[src/rtl/alu_load_sequencer_pkg.sv]
// Package shared by the ALU load sequencer and its button front end.
// Contents:
//   state_t  - FSM state encoding, which is also driven onto STATE_OUT
//   C_*      - bit positions of the fields inside the 10-bit control word
//   FLAG_*   - bit positions inside the 4-bit {z,v,c,n} flag vector
//   exactly_one() - true when exactly one bit of a 3-bit vector is set
package alu_load_sequencer_pkg;

    typedef enum logic [1:0] {
        ST_IDLE   = 2'b00,
        ST_SETTLE = 2'b01,
        ST_COMMIT = 2'b10
    } state_t;

    localparam int C_WIDTH       = 10;
    localparam int C_HEX_MODE_HI = 9;
    localparam int C_HEX_MODE_LO = 8;
    localparam int C_HEX_SHOW_HI = 7;
    localparam int C_HEX_SHOW_LO = 6;
    localparam int C_LED_SHOW_HI = 5;
    localparam int C_LED_SHOW_LO = 4;
    localparam int C_CARRY       = 3;
    localparam int C_OP_HI       = 2;
    localparam int C_OP_LO       = 0;

    localparam int FLAG_N = 0;
    localparam int FLAG_C = 1;
    localparam int FLAG_V = 2;
    localparam int FLAG_Z = 3;

    function automatic logic exactly_one(input logic [2:0] v);
        return (v == 3'b001) || (v == 3'b010) || (v == 3'b100);
    endfunction

endpackage

[src/rtl/alu_load_sequencer_btn_debounce.sv]
// One button input path: two-flop synchroniser, debounce counter and a
// single-cycle press pulse on the debounced 0->1 transition.
// Ports:
//   clk    - system clock
//   rst_n  - synchronous active-low reset
//   btn    - raw asynchronous button, high = pressed
//   press  - one-cycle pulse when the debounced level rises
module btn_debounce #(
    parameter int DEB_CYCLES = 50000
) (
    input  logic clk,
    input  logic rst_n,
    input  logic btn,
    output logic press
);

    localparam int CW = (DEB_CYCLES > 1) ? $clog2(DEB_CYCLES + 1) : 1;

    logic          sync_1;
    logic          sync_2;
    logic          level;
    logic [CW-1:0] cnt;
    logic          flip;

    // The level flips on the edge that completes DEB_CYCLES consecutive
    // cycles of disagreement between the synced input and the debounced level.
    assign flip = (sync_2 != level) && (cnt == CW'(DEB_CYCLES - 1));

    always_ff @(posedge clk) begin
        if (!rst_n) begin
            sync_1 <= 1'b0;
            sync_2 <= 1'b0;
            level  <= 1'b0;
            cnt    <= '0;
            press  <= 1'b0;
        end else begin
            sync_1 <= btn;
            sync_2 <= sync_1;
            press  <= flip && !level;
            if (sync_2 == level) begin
                cnt <= '0;
            end else if (flip) begin
                cnt   <= '0;
                level <= ~level;
            end else begin
                cnt <= cnt + CW'(1);
            end
        end
    end

endmodule

[src/rtl/alu_load_sequencer.sv]
// Clocked front end for the switch/button ALU datapath. Debounced presses
// of B0/B1/B2 load A, B or the control word C from SWITCH; the sequencer
// then waits SETTLE_CYC cycles for the combinational ALU and commits its
// result and flags into holding registers.
// Ports:
//   CLK, RST_N          - clock, synchronous active-low reset
//   SWITCH              - data source for every load
//   B0, B1, B2          - raw buttons loading A, B, C
//   ALU_RES, ALU_FLAGS  - combinational ALU outputs ({z,v,c,n})
//   A_OUT, B_OUT, C_OUT - operand and control registers feeding the ALU
//   RES_OUT, FLAGS_OUT  - committed result and flags
//   BUSY                - high in SETTLE and COMMIT
//   VALID               - committed outputs match the current A/B/C
//   STATE_OUT           - FSM state for debug LEDs
//
// state     | meaning
// ST_IDLE   | waiting for exactly one press pulse; loads are accepted here only
// ST_SETTLE | register just loaded, giving the ALU SETTLE_CYC cycles to settle
// ST_COMMIT | one cycle; its closing edge captures ALU_RES/ALU_FLAGS
module alu_load_sequencer
    import alu_load_sequencer_pkg::*;
#(
    parameter int N          = 10,
    parameter int DEB_CYCLES = 50000,
    parameter int SETTLE_CYC = 2
) (
    input  logic               CLK,
    input  logic               RST_N,
    input  logic [9:0]         SWITCH,
    input  logic               B0,
    input  logic               B1,
    input  logic               B2,
    input  logic [N-1:0]       ALU_RES,
    input  logic [3:0]         ALU_FLAGS,
    output logic [N-1:0]       A_OUT,
    output logic [N-1:0]       B_OUT,
    output logic [C_WIDTH-1:0] C_OUT,
    output logic [N-1:0]       RES_OUT,
    output logic [3:0]         FLAGS_OUT,
    output logic               BUSY,
    output logic               VALID,
    output logic [1:0]         STATE_OUT
);

    localparam int SCW = (SETTLE_CYC > 1) ? $clog2(SETTLE_CYC + 1) : 1;

    state_t         state;
    state_t         state_nxt;
    logic [SCW-1:0] settle_cnt;
    logic [SCW-1:0] settle_cnt_nxt;
    logic [2:0]     press;
    logic           load_a;
    logic           load_b;
    logic           load_c;
    logic           do_commit;

    btn_debounce #(.DEB_CYCLES(DEB_CYCLES)) u_deb_b0 (
        .clk(CLK), .rst_n(RST_N), .btn(B0), .press(press[0])
    );
    btn_debounce #(.DEB_CYCLES(DEB_CYCLES)) u_deb_b1 (
        .clk(CLK), .rst_n(RST_N), .btn(B1), .press(press[1])
    );
    btn_debounce #(.DEB_CYCLES(DEB_CYCLES)) u_deb_b2 (
        .clk(CLK), .rst_n(RST_N), .btn(B2), .press(press[2])
    );

    always_comb begin
        state_nxt      = state;
        settle_cnt_nxt = settle_cnt;
        load_a         = 1'b0;
        load_b         = 1'b0;
        load_c         = 1'b0;
        do_commit      = 1'b0;
        case (state)
            ST_IDLE: begin
                // Coincident pulses are ambiguous, so they are all ignored.
                if (exactly_one(press)) begin
                    load_a         = press[0];
                    load_b         = press[1];
                    load_c         = press[2];
                    settle_cnt_nxt = '0;
                    state_nxt      = ST_SETTLE;
                end
            end
            ST_SETTLE: begin
                if (settle_cnt == SCW'(SETTLE_CYC - 1)) begin
                    state_nxt = ST_COMMIT;
                end else begin
                    settle_cnt_nxt = settle_cnt + SCW'(1);
                end
            end
            ST_COMMIT: begin
                do_commit = 1'b1;
                state_nxt = ST_IDLE;
            end
            default: begin
                state_nxt = ST_IDLE;
            end
        endcase
    end

    always_ff @(posedge CLK) begin
        if (!RST_N) begin
            state      <= ST_IDLE;
            settle_cnt <= '0;
            A_OUT      <= '0;
            B_OUT      <= '0;
            C_OUT      <= '0;
            RES_OUT    <= '0;
            FLAGS_OUT  <= '0;
            VALID      <= 1'b0;
        end else begin
            state      <= state_nxt;
            settle_cnt <= settle_cnt_nxt;
            if (load_a) A_OUT <= SWITCH[N-1:0];
            if (load_b) B_OUT <= SWITCH[N-1:0];
            if (load_c) C_OUT <= SWITCH[C_WIDTH-1:0];
            if (load_a || load_b || load_c) VALID <= 1'b0;
            if (do_commit) begin
                RES_OUT   <= ALU_RES;
                FLAGS_OUT <= ALU_FLAGS;
                VALID     <= 1'b1;
            end
        end
    end

    assign BUSY      = (state == ST_SETTLE) || (state == ST_COMMIT);
    assign STATE_OUT = state;

endmodule

[config.mk]
export PLATFORM = sky130hd
export DESIGN_NAME = alu_load_sequencer
export DESIGN_NICKNAME = d
export VERILOG_FILES = /design/src/rtl/alu_load_sequencer_pkg.sv /design/src/rtl/alu_load_sequencer_btn_debounce.sv /design/src/rtl/alu_load_sequencer.sv
export SDC_FILE = /design/constraint.sdc
export NUM_CORES = 1
export LEC_CHECK = 0
export CORE_AREA = 2 2 109 111
export CTS_CLUSTER_SIZE = 16
export DETAILED_ROUTE_END_ITERATION = 12
export DIE_AREA = 0 0 111 113
export PLACE_DENSITY_LB_ADDON = 0.12
export SYNTH_ARGS = -nofsm -noshare
export SYNTH_HDL_FRONTEND = slang
export SYNTH_HIERARCHICAL = 1
export SYNTH_SLANG_ARGS = --single-unit
export TNS_END_PERCENT = 5
[constraint.sdc]
create_clock -name CLK -period 1.9 [get_ports CLK]
set_input_delay 0.285 -clock CLK [delete_from_list [all_inputs] [get_ports CLK]]
set_output_delay 0.285 -clock CLK [all_outputs]
set_load 0.01 [all_outputs]
### Yosys cells after proc, flatten, opt, wreduce, memory -nomap -nowiden

Cells that the tools add are included.

* flip-flop bits (word level): 109
* input bits: 29
* output and inout bits: 48
* word-level logic and storage cells: 92

* add/sub/neg operators: 4
* eq/ne operators: 18
* mux-type cells: 15
* bitwise gates (word level): 7
* reduce and logical (&&, ||, !) cells: 25

Operators with widths (count)
* adder 16 x 1 -> 16 bit, second input constant: 3
* == test 16 bit, second input constant: 3
* 2-to-1 mux 1 bit: 9
* OR reduction 3 bit: 3
* 2-to-1 mux 2 bit: 4
* case mux 2 bit (2 select lines): 2
* AND reduction 2 bit: 4
* inverter 1 bit: 7
* logical AND 1 bit: 6
* inequality test 2 bit, second input constant: 3
* logical OR 1 bit: 5
* == test 2 x 1 -> 1 bit, second input constant: 2
* nonzero test 2 bit: 2
* == test 1 bit: 3
* == test 3 x 1 -> 1 bit, second input constant: 1
* == test 3 x 2 -> 1 bit, second input constant: 1
* == test 3 bit, second input constant: 1
* logical NOT 1 bit: 3
* inequality test 1 bit: 3
* AND reduction 3 bit: 1
* adder 2 x 1 -> 2 bit, second input constant: 1
* == test 2 bit, second input constant: 1
* logical NOT 2 bit: 1

### Logic depth before layout (Yosys ltp)

Gate-level depths: netlist of the first run.

* word-level depth: 9
* gate-level depth with buffers: 7
* gate-level depth less buffers: 6

### Modules after synthesis

Netlist of the first run, hierarchy kept.

Modules (own cells, without submodules)
* btn_debounce: instances 3, cells each 90, area each 842.1 um^2, sequential area each 400.4 um^2
* alu_load_sequencer: instances 1, cells each 220, area each 1926.8 um^2, sequential area each 980.9 um^2

### Worst setup path after synthesis of the first run

OpenSTA, ideal clock, no wires.

* path kind: register to register
* start: register state[0] (netlist: STATE_OUT[0])
* end: register C_OUT[5]
* setup time: 132 ps
* arrival time: 1329 ps
* data required time: 1768 ps
* slack: 438 ps
* cell stages (with the launch flop): 8
* buffers on the path: 1
* clock period less this slack: 1462 ps
* path through: dfxtp_1 > inv_1 > ha_1 > and2b_1 > and3b_1 > buf_2 > nand2_1 > a21oi_1

* longest elaborated chain between the ends: 2

Ends and longest elaborated chain
* start, declared: line alu_load_sequencer.sv:47 `state_t state;`
* start signal, assigned: line alu_load_sequencer.sv:113 `state <= state_nxt;`
* logical NOT 2 bit: line alu_load_sequencer.sv:74 `case (state)`
* 2-to-1 mux 1 bit: line alu_load_sequencer.sv:74
* end signal, assigned: line alu_load_sequencer.sv:117 `if (load_c) C_OUT <= SWITCH[C_WIDTH-1:0];`
* end, declared: line alu_load_sequencer.sv:37 `output logic [C_WIDTH-1:0] C_OUT,`

Every way passes these cells.
A chain may end at the register's enable or synchronous reset.

### Worst setup path in the final report of the first run

* start: register state[1] (netlist: STATE_OUT[1])
* end: register VALID

* longest elaborated chain between the ends: 5
* elaborated cells on any way between the ends: 10
* classes of those cells: eq/ne (1); mux (5); reduce/logical (4)

Ends and longest elaborated chain
* logical NOT 2 bit: line alu_load_sequencer.sv:74
* 2-to-1 mux 1 bit: line alu_load_sequencer.sv:74
* logical OR 1 bit (2 in series): line alu_load_sequencer.sv:118 `if (load_a || load_b || load_c) VALID <= 1'b0;`
* nonzero test 2 bit (no source line)
* end signal, assigned: line alu_load_sequencer.sv:111 `VALID <= 1'b0;`
* end signal, assigned: line alu_load_sequencer.sv:118
* end signal, assigned: line alu_load_sequencer.sv:122 `VALID <= 1'b1;`
* end, declared: line alu_load_sequencer.sv:41 `output logic VALID,`

Several ways; a longest one is shown, not always the timed one.

==> run_results.csv, run 1 <==
group,metric,value,unit
finish,nets,600,
setup_path,cp-endpoint,"VALID",
die,dieArea,12500,um2
finish,drive_gt1_share,5.46,%
place,port_buffers,76,
global_route,grt-ovfl-total,0,
place,dpl.hpwl,6540,um
timing,fin_tns_setup,0,ps
synth,ys_warn_count,6,
synth,synthCells,490,
synth,synth_top_area_cell,"dfxtp_1",
die,rows,39,
finish,fillers,1075,
setup_path,arrival,1900,ps
clocking,cts_resized,1,
global_route,grt_max_degree,50,
synth,synth_area,4450,um2
clocking,cts_tree,"built",
synth,syn_avg_cell_area,9.09,um2
timing,worst_pin_slew,846,ps
clocking,clock_latency,340,ps
timing,finalMaxSlewViolations,0,
clocking,h-tree-depth,3,
outcome,status,"finished clean",
global_route,grt_pass1_vias,3225,
synth,synth_cell_types,40,
setup_path,rr_endpoint,"VALID",
die,die_w,111,um
timing,layout_min_cycle_time,1670,ps
setup_path,crit_start,"STATE_OUT[1]",
finish,diodes,0,
synth,synth_edf_count,0,
global_route,track_usage,14.9,%
clocking,clock-sinks,109,
power_and_ir_drop,powerDensity,774,nW/um2
setup_path,critPathRequiredTime,2130,ps
worst_hold_path,holdPathStages,1,
synth,yosys_most_used_dff,"dfxtp_1",
finish,area_growth,27.1,%
run,cap_violations,0,
setup_path,r2r_setup_slack,230,ps
setup_path,timing.rr.start,"STATE_OUT[1]",
setup_path,cp-start-kind,"register",
clocking,clock_path_buffers,2,
synth,async_flop_share,0,%
setup_path,reg2reg_depth,6,
power_and_ir_drop,p_total,4.38,mW
die,die_h,113,um
routing,dr.pass1.iters,4,
routing,post_drt_wl_per_cell,12.9,um
die,initial_core_util,39.5,%
clocking,clk_pin_slew_worst_paths,70,ps
synth,synth_top_cell_area_share,49.0,%
place,gp_congestion,0.763,
timing,rsz0062_at_grt,"false",
timing,clock_skew,5.75,ps
timing,hold_violations,0,
timing,setup_viol,0,
clocking,cts_buffers,9,
worst_hold_path,hp-class,"reg2reg",
timing,fmax,0.598,GHz
synth,synth_seq_area_share,49.0,%
setup_path,endpoint_kind,"register",
routing,postRouteAntennaNets,0,
timing,slew_headroom,43.6,%
setup_path,critical_path_class,"reg2reg",
routing,finalWirelength,9160,um
die,ioPinCount,77,
setup_path,cp_max_fo,11,
routing,drtIter0Drc,121,
power_and_ir_drop,ir_drop,0.000485,V
global_route,antenna_found_initial,0,
timing,fin_crit_sh,88.0,%
power_and_ir_drop,power.leakage,1.85,nW
die,core_area,11300,um2
routing,vias,3480,
clocking,hold_buffers,0,
routing,via_per_inst,4.89,
clocking,clockRootBuffer,"clkbuf_16",
synth,ys_ff_latch,109,
global_route,grt_pass1_wl,15200,um
synth,ys_top_cells_by_area,"dfxtp_1 (49%), nand2_1 (6.7%), xnor2_1 (6.7%), nor2_1 (5.7%), mux2i_1 (4.0%)",
synth,syn-num-nets,526,
clocking,cts_setup_buffers,0,
routing,drc,0,
[metal layers]
| metal | routed length, um | share of wire (%) | vias to the layer above | global-route usage [%] |
|---|---|---|---|---|
| met4 | 70 | 0.76 | 0 | 5.25 |
| met2 | 4330 | 47 | 65 | 24.4 |
| met5 | 0 | 0 | - | 0 |
| li1 | - | - | 1807 | - |
| met1 | 4330 | 47 | 1602 | 19.2 |
| met3 | 426 | 4.6 | 6 | 3.64 |
[stage by stage]
stage	area [um2]	setup slack, ps	util, %	std cells	hold WS, ps
2_1_floorplan	4450	438	-	490	407
3_3_place_gp	5350	275	47.4	696	414
3_5_place_dp	5350	220	47.4	696	419
4_1_cts	5660	201	50.2	711	435
5_1_grt	5660	47.9	50.2	711	448
6_report	5660	229	50.2	711	433
[state kept, by name, indices dropped and copies added (netlist names), 2 cells and up]
register,flops
FLAGS_OUT,4
A_OUT,10
C_OUT,10
RES_OUT,10
B_OUT,10
settle_cnt,2
STATE_OUT,2
u_deb_b0/cnt,16
u_deb_b2/cnt,16
u_deb_b1/cnt,16
[synth_stat cells, drive strengths merged (3+ instances only)]
library cell / instances
dfxtp: 109
mux2i: 18
nor2b: 3
nor2: 68
nand3: 13
xnor2: 34
a21oi: 32
nor3: 12
buf: 11
inv: 14
nand2: 80
clkbuf: 5
nand4: 15
ha: 7
nor4b: 3
and2: 7
nor4: 15
xor2: 12
and3: 6
nor4bb: 6
[placed cells by master, fill, tap and decap left out, drive strengths merged, types with 11 or more instances in the layout]
cell and n:
nand3 13, clkdlybuf4s50 75, nor3 12, xor2 12, nand4 15, xnor2 34
inv 14, clkbuf 11, a21oi 32, nand2 80, nor2 68, mux2i 18
nor4 15, dfxtp 109
[cell type report]
class	instances	area, um2	area share [%]
sequential	109	2180	38.5
multi-input combinational	351	2140	37.8
timing repair buffer	79	795	14.0
clock buffer	11	243	4.29
tap	143	179	3.16
clock inverter	4	72.6	1.28
inverter	14	52.6	0.928
[cells by family (layout without fill, tap and decap cells)]
logic type	after synthesis	after routing	synth area share (%)
AND/OR/NAND/NOR	237	237	26.7
flip-flops	109	109	49.0
XOR/XNOR	46	46	9.05
AO/OA/AOI/OAI	42	42	5.90
buffers and inverters	30	108	3.01
multiplexers	19	19	4.38
adder cells (fa/ha/maj)	7	7	1.97
[where the power goes]
group | leakage, nW | total [mW] | switching [mW] | internal (mW)
Combinational | 0.820 | 0.117 | 0.0522 | 0.0648
Sequential | 0.879 | 2.30 | 0.00395 | 2.29
Clock | 0.152 | 1.97 | 0.786 | 1.18
Total | 1.85 | 4.38 | 0.842 | 3.54
[worst min path at each step]
stage	slack, ps	startpoint	endpoint
CTS	440	u_deb_b0/sync_1	u_deb_b0/sync_2
finish	430	u_deb_b1/sync_1	u_deb_b1/sync_2
global placement	410	u_deb_b1/sync_1	u_deb_b1/sync_2
global route	450	u_deb_b1/sync_1	u_deb_b1/sync_2
detailed placement	420	u_deb_b0/sync_1	u_deb_b0/sync_2
floorplan	410	RST_N	u_deb_b0/sync_1
[critical path, cell delays in order (launching register included)]
cell and delay (ps):
dfxtp_1 320, inv_1 110, ha_1 250, and2b_1 190, nand3b_1 320, a41oi_1 320
nor2_1 60
Note: power is estimated with default switching activity, not from simulation.
==> run 2: changes to the inputs <==
- SLEW_MARGIN: unset -> 20
==> results of run 2 <==
No change in the layout: final DEF, timing and power equal those of run 1.
